File: src/rtl/pedal_ctrl_pkg.sv
// Shared types and default sizing for the footswitch controller (PEDAL_CTRL_EXCLUSIVE_FX_EN lives in the top).
// Definitions only: no latency, no flow control.
package pedal_ctrl_pkg;

  typedef enum logic [1:0] {
    IDLE,
    HOLD,
    LATCHED
  } press_state_t;

  localparam int DEF_N_FX               = 4;
  localparam int DEF_DEBOUNCE_SAMPLES   = 480;
  localparam int DEF_LONG_PRESS_SAMPLES = 38400;

  function automatic int cnt_width(input int max_count);
    return (max_count < 2) ? 1 : $clog2(max_count + 1);
  endfunction

endpackage

File: src/rtl/pedal_ctrl_fsw_debounce.sv
// One footswitch: 2-flop sync, debounce, short/long press classifier; events 2+DEBOUNCE after the raw edge.
// No backpressure: events are single-cycle pulses; force_latch suppresses them until release.
module pedal_ctrl_fsw_debounce
  import pedal_ctrl_pkg::*;
#(
  parameter int DEBOUNCE_SAMPLES   = DEF_DEBOUNCE_SAMPLES,
  parameter int LONG_PRESS_SAMPLES = DEF_LONG_PRESS_SAMPLES
) (
  input  logic clk_48,
  input  logic rst_n,
  input  logic fsw_n,
  input  logic force_latch,
  output logic pressed_db,
  output logic short_evt,
  output logic long_evt
);

  localparam int DW = cnt_width(DEBOUNCE_SAMPLES - 1);
  localparam int HW = cnt_width(LONG_PRESS_SAMPLES);
  localparam logic [DW-1:0] DB_LAST   = DW'(DEBOUNCE_SAMPLES - 1);
  localparam logic [HW-1:0] HOLD_MAX  = HW'(LONG_PRESS_SAMPLES);
  localparam logic [HW-1:0] HOLD_LAST = HW'(LONG_PRESS_SAMPLES - 1);

  logic [1:0]    r_sync;
  logic          r_db;
  logic [DW-1:0] r_db_cnt;
  logic [HW-1:0] r_hold_cnt;
  logic [HW-1:0] w_hold_nxt;
  logic          w_sync_pressed;
  press_state_t  r_state;
  press_state_t  w_state_nxt;

  // Sync flops reset to the released (high) level so reset never looks like a press.
  always_ff @(posedge clk_48 or negedge rst_n) begin
    if (!rst_n) r_sync <= 2'b11;
    else        r_sync <= {r_sync[0], fsw_n};
  end

  assign w_sync_pressed = ~r_sync[1];

  always_ff @(posedge clk_48 or negedge rst_n) begin
    if (!rst_n) begin
      r_db     <= 1'b0;
      r_db_cnt <= '0;
    end else if (w_sync_pressed != r_db) begin
      if (r_db_cnt == DB_LAST) begin
        r_db     <= ~r_db;
        r_db_cnt <= '0;
      end else begin
        r_db_cnt <= r_db_cnt + DW'(1);
      end
    end else begin
      r_db_cnt <= '0;
    end
  end

  always_ff @(posedge clk_48 or negedge rst_n) begin
    if (!rst_n) begin
      r_state    <= IDLE;
      r_hold_cnt <= '0;
    end else begin
      r_state    <= w_state_nxt;
      r_hold_cnt <= w_hold_nxt;
    end
  end

  always_comb begin
    w_state_nxt = r_state;
    w_hold_nxt  = r_hold_cnt;
    short_evt   = 1'b0;
    long_evt    = 1'b0;
    if (force_latch) begin
      w_state_nxt = LATCHED;
    end else begin
      case (r_state)
        IDLE: begin
          if (r_db) begin
            w_state_nxt = HOLD;
            w_hold_nxt  = '0;
          end
        end
        HOLD: begin
          if (!r_db) begin
            short_evt   = (r_hold_cnt < HOLD_LAST);
            w_state_nxt = IDLE;
          end else if (r_hold_cnt == HOLD_LAST) begin
            long_evt    = 1'b1;
            w_state_nxt = LATCHED;
          end else if (r_hold_cnt != HOLD_MAX) begin
            w_hold_nxt = r_hold_cnt + HW'(1);
          end
        end
        LATCHED: begin
          if (!r_db) w_state_nxt = IDLE;
        end
        default: w_state_nxt = IDLE;
      endcase
    end
  end

  assign pressed_db = r_db;

endmodule

File: src/rtl/pedal_ctrl.sv
// Footswitch front-end: en/options toggled by short/long presses, one register stage after each event.
// No backpressure; PEDAL_CTRL_EXCLUSIVE_FX_EN makes en one-hot-or-zero.
module pedal_ctrl
  import pedal_ctrl_pkg::*;
#(
  parameter int N_FX               = DEF_N_FX,
  parameter int DEBOUNCE_SAMPLES   = DEF_DEBOUNCE_SAMPLES,
  parameter int LONG_PRESS_SAMPLES = DEF_LONG_PRESS_SAMPLES
) (
  input  logic            clk_48,
  input  logic            rst_n,
  input  logic [N_FX-1:0] fsw_n,
  output logic [N_FX-1:0] en,
  output logic [N_FX-1:0] options,
  output logic [N_FX-1:0] led,
  output logic            evt
);

  logic [1:0]      r_rst_sync;
  logic            w_rst_n;
  logic [N_FX-1:0] w_pressed;
  logic [N_FX-1:0] w_short;
  logic [N_FX-1:0] w_long;
  logic [N_FX-1:0] w_en_nxt;
  logic            w_all_pressed;
  logic            w_panic;
  logic            r_all_prev;
  logic [N_FX-1:0] r_en;
  logic [N_FX-1:0] r_opt;
  logic            r_evt;

  // Reset asserts immediately, releases two clk_48 edges later.
  always_ff @(posedge clk_48 or negedge rst_n) begin
    if (!rst_n) r_rst_sync <= 2'b00;
    else        r_rst_sync <= {r_rst_sync[0], 1'b1};
  end

  assign w_rst_n = r_rst_sync[1];

  for (genvar gi = 0; gi < N_FX; gi++) begin : g_fsw
    pedal_ctrl_fsw_debounce #(
      .DEBOUNCE_SAMPLES  (DEBOUNCE_SAMPLES),
      .LONG_PRESS_SAMPLES(LONG_PRESS_SAMPLES)
    ) u_fsw (
      .clk_48     (clk_48),
      .rst_n      (w_rst_n),
      .fsw_n      (fsw_n[gi]),
      .force_latch(w_all_pressed),
      .pressed_db (w_pressed[gi]),
      .short_evt  (w_short[gi]),
      .long_evt   (w_long[gi])
    );
  end

  assign w_all_pressed = &w_pressed;
  assign w_panic       = w_all_pressed & ~r_all_prev;

`ifdef PEDAL_CTRL_EXCLUSIVE_FX_EN
  logic [N_FX-1:0] w_set;
  // A slot being switched on wins over everything; ties go to the lowest index.
  always_comb begin
    w_set    = w_short & ~r_en;
    w_en_nxt = r_en & ~w_short;
    if (|w_set) w_en_nxt = w_set & (~w_set + N_FX'(1));
  end
`else
  always_comb begin
    w_en_nxt = r_en ^ w_short;
  end
`endif

  always_ff @(posedge clk_48 or negedge w_rst_n) begin
    if (!w_rst_n) begin
      r_all_prev <= 1'b0;
      r_en       <= '0;
      r_opt      <= '0;
      r_evt      <= 1'b0;
    end else begin
      r_all_prev <= w_all_pressed;
      if (w_panic) begin
        r_en  <= '0;
        r_opt <= '0;
        r_evt <= 1'b1;
      end else begin
        r_en  <= w_en_nxt;
        r_opt <= r_opt ^ w_long;
        r_evt <= |{w_short, w_long};
      end
    end
  end

  assign en      = r_en;
  assign led     = r_en;
  assign options = r_opt;
  assign evt     = r_evt;

endmodule

File: config.mk
export PLATFORM = sky130hd
export DESIGN_NAME = pedal_ctrl
export DESIGN_NICKNAME = d
export VERILOG_FILES = /design/src/rtl/pedal_ctrl_pkg.sv /design/src/rtl/pedal_ctrl_fsw_debounce.sv /design/src/rtl/pedal_ctrl.sv
export SDC_FILE = /design/constraint.sdc
export NUM_CORES = 1
export LEC_CHECK = 0
export CELL_PAD_IN_SITES_DETAIL_PLACEMENT = 0
export CELL_PAD_IN_SITES_GLOBAL_PLACEMENT = 2
export CORE_AREA = 5 5 147 149
export DETAILED_ROUTE_END_ITERATION = 8
export DIE_AREA = 0 0 152 154
export HOLD_SLACK_MARGIN = 0.05
export PLACE_DENSITY = 0.81
export SYNTH_ARGS = -nofsm -noshare
export SYNTH_HDL_FRONTEND = slang
export SYNTH_HIERARCHICAL = 1
export SYNTH_SLANG_ARGS = --single-unit
File: constraint.sdc
create_clock -name clk_48 -period 3.75 [get_ports clk_48]
set_clock_uncertainty 0.2 [all_clocks]
set_input_delay 0.75 -clock clk_48 [delete_from_list [all_inputs] [get_ports clk_48]]
set_output_delay 0.75 -clock clk_48 [all_outputs]
set_load 0.005 [all_outputs]
==> flow_summary.json <==
{
  "outcome": "finished, final reports clean",
  "postSynth.asyncResetShare_pct": 100,
  "grt_util_all_layers_pct": 14.2,
  "tritoncts_clock_tree": "yes",
  "overall_power_of_the_completed_layout_uw": 3240,
  "synth_fp_nets": 772,
  "grt_first_pass_wirelength_um": 27900,
  "path_max_fanout": 6,
  "hold_class": "flop to flop",
  "area.growth.synth_to_final_pct": 12.6,
  "die_width_um": 152,
  "cts_buffers": 17,
  "finalSetupViolCount": 0,
  "synth_warn": 6,
  "cts_max_path_buffers": 2,
  "dieHeight_um": 154,
  "detail_route.first_pass.iterations": 7,
  "grt_max_degree": 66,
  "synth.yosys.seq_area_share_pct": 46.4,
  "insertedDiodeCount": 0,
  "final_nets": 775,
  "cts.repair.resized": 0,
  "route.vias.total": 5711,
  "place_ws_ns": 0.964,
  "antenna_found_initial": 0,
  "total_die_area_um2": 23400,
  "p_per_area_nw_per_um2": 403,
  "grt_overflow_total": 0,
  "initial_utilization_pct": 35.6,
  "synth-seq-cells": 132,
  "timing.final.crit_share_pct": 74.0,
  "route.detailed.wl_per_inst_um": 15.7,
  "netlist_instances": 754,
  "synth_edf_count": 0,
  "cts_setup_buffers": 0,
  "synthesis.area_per_instance_um2": 9.47,
  "rsz0062_at_grt": "false",
  "timing.slew.headroom_pct": 41.2,
  "synth_most_common_cell": "sky130_fd_sc_hd__dfrtp_1",
  "timing.final.max_slew_violations": 0,
  "io_pins": 19,
  "worst_ep_arrival_time_ns": 2.87,
  "ant_nets": 0,
  "cts-hold-fix-buffers": 0,
  "master_cell_of_the_clock_root_buffer": "sky130_fd_sc_hd__clkbuf_16",
  "setup_total_negative_slack_ns": 0,
  "remaining_drc_errors": 0,
  "drt_wl_total_um": 16300,
  "final.min_clock_period_ns": 2.78,
  "slew_worst_pin_ns": 0.882,
  "final_layout_size_suffix_gt1_share_pct": 9.61,
  "yosys_most_used_dff": "sky130_fd_sc_hd__dfrtp_1",
  "via_per_inst": 5.49,
  "row_count": 52,
  "yosysTopAreaCellShare_pct": 43.5,
  "postLayoutSetupSlackWorst_ns": 0.973,
  "syn-cell-area_um2": 7140,
  "setup.worst_path.end_class": "flop",
  "vdd_ir_drop_max_v": 0.000278,
  "post-synth-top-area-cell": "sky130_fd_sc_hd__dfrtp_1",
  "clk_pin_slew_worst_paths_ns": 0.06,
  "synthTopCellsByCount": "sky130_fd_sc_hd__dfrtp_1 (124), sky130_fd_sc_hd__nor2_1 (69), sky130_fd_sc_hd__nand3_1 (55)",
  "reg2reg_slack_ns": 0.97,
  "detail_route.iter0.violations": 406,
  "fin_area_um2": 8040,
  "timing.critical_path.from_type": "flop",
  "gpl.final_weighted_congestion": 0.810,
  "max_freq_mhz": 360,
  "maxCapViolations": 0,
  "layout.cells.non_filler": 1040,
  "placement.io_buffers": 18,
  "ys_types": 69,
  "finalHoldViolCount": 0,
  "placed_cells": 1008,
  "nFillCells": 2043,
  "clock_latency_ns": 0.42,
  "placed_wire_length_estimate_after_detailed_placement_um": 11200,
  "worst_ep_required_time_ns": 3.85,
  "leakage_uw": 0.00335,
  "clock_sink_count": 132,
  "placedInstanceArea_um2": 7430,
  "worstSetupPathType": "flop to flop",
  "vias_in_the_first_global_route": 5550,
  "synth_top_cells_by_area": "sky130_fd_sc_hd__dfrtp_1 (43%), sky130_fd_sc_hd__nand3_1 (3.9%), sky130_fd_sc_hd__nor2_1 (3.6%)",
  "cts_max_level": 4,
  "placeableCoreArea_um2": 20000
}
-- through the flow --
stage                     utilization, %  hold slack, ns
after floorplan                        -           0.131
after global placement              37.1           0.138
after detailed placement            37.1           0.141
after CTS                           40.1           0.155
after global routing                40.1           0.161
final                               40.1           0.150
-- where the power goes --
part           internal, uW  switching [uW]
sequential             1440            28.2
clock                  1080             639
combinational          18.7            31.1
total                  2540             699
-- worst max-delay path, cell delays in order, from the launching register on --
cell,delay [ns]
sky130_fd_sc_hd__dfrtp_1,0.42
sky130_fd_sc_hd__or3b_1,0.41
sky130_fd_sc_hd__or4_1,0.63
sky130_fd_sc_hd__and3_1,0.23
sky130_fd_sc_hd__or4_1,0.52
sky130_fd_sc_hd__a211o_1,0.25
-- state kept, by name (all words and copies together), names as in the netlist --
| signal | flops |
|---|---|
| g_fsw.u_fsw/r_sync | 8 |
| options | 4 |
| g_fsw.u_fsw/r_db_cnt | 36 |
| evt | 1 |
| g_fsw.u_fsw/r_state | 8 |
| en | 4 |
| r_all_prev | 1 |
| g_fsw.u_fsw/pressed_db | 4 |
| g_fsw.u_fsw/r_hold_cnt | 64 |
| r_rst_sync | 2 |
-- per-layer routing --
metal  wire length [um]  up-vias  share of wire (%)  GRT usage, %
li1                   -     2758                  -             -
met1               7840     2792                 48          19.4
met2               7540      147                 46          22.5
met3                759       14                4.6          3.15
met4                206        0                1.3          4.71
met5                  0        -                  0             0
-- layout make-up --
type	count	area [um2]	share of cell area, %
inverters	32	120	1.49
clock buffers	19	453	5.63
repair buffers	21	203	2.52
clock inverters	13	158	1.96
well taps	270	338	4.20
multi-input cells	553	3450	42.9
flip-flops and latches	132	3320	41.3
-- cells by family after synthesis --
kind of cell	after synthesis	synth area share, %
XOR/XNOR	39	4.79
flip-flops	132	46.4
buffers and inverters	69	5.22
adder cells (fa/ha/maj)	12	2.10
AO/OA/AOI/OAI	185	16.3
other	1	0.0525
AND/OR/NAND/NOR	309	24.1
multiplexers	7	1.03
-- path summary, 6_finish.rpt --
kind | start | depth (start not counted) | to
worst min register to register | r_rst_sync[0] | 0 | r_rst_sync[1]
min in group asynchronous | r_rst_sync[1] | 0 | g_fsw[1].u_fsw/r_db_cnt[7]
worst max-delay path | g_fsw[2].u_fsw/r_hold_cnt[14] | 5 | evt
max in group asynchronous | r_rst_sync[1] | 1 | g_fsw[3].u_fsw/r_sync[0]
worst min-delay path | r_rst_sync[0] | 0 | r_rst_sync[1]
worst max register to register | g_fsw[2].u_fsw/r_hold_cnt[14] | 5 | evt
-- cell usage in the layout, fill, tap and decap left out, types with 15 or more instances in the layout --
master	netlist	routed
sky130_fd_sc_hd__a21oi_1	51	51
sky130_fd_sc_hd__o31ai_1	24	24
sky130_fd_sc_hd__o21ai_0	45	45
sky130_fd_sc_hd__nand3_1	55	55
sky130_fd_sc_hd__clkbuf_16	0	17
sky130_fd_sc_hd__and3_1	15	15
sky130_fd_sc_hd__nor2_1	69	69
sky130_fd_sc_hd__inv_1	31	31
sky130_fd_sc_hd__xnor2_1	15	15
sky130_fd_sc_hd__a31oi_1	18	18
sky130_fd_sc_hd__dfrtp_1	124	123
sky130_fd_sc_hd__xor2_1	24	24
sky130_fd_sc_hd__clkdlybuf4s50_1	0	18
sky130_fd_sc_hd__nand4_1	22	22
sky130_fd_sc_hd__nand2_1	45	45
(Power assumes the default switching activity.)
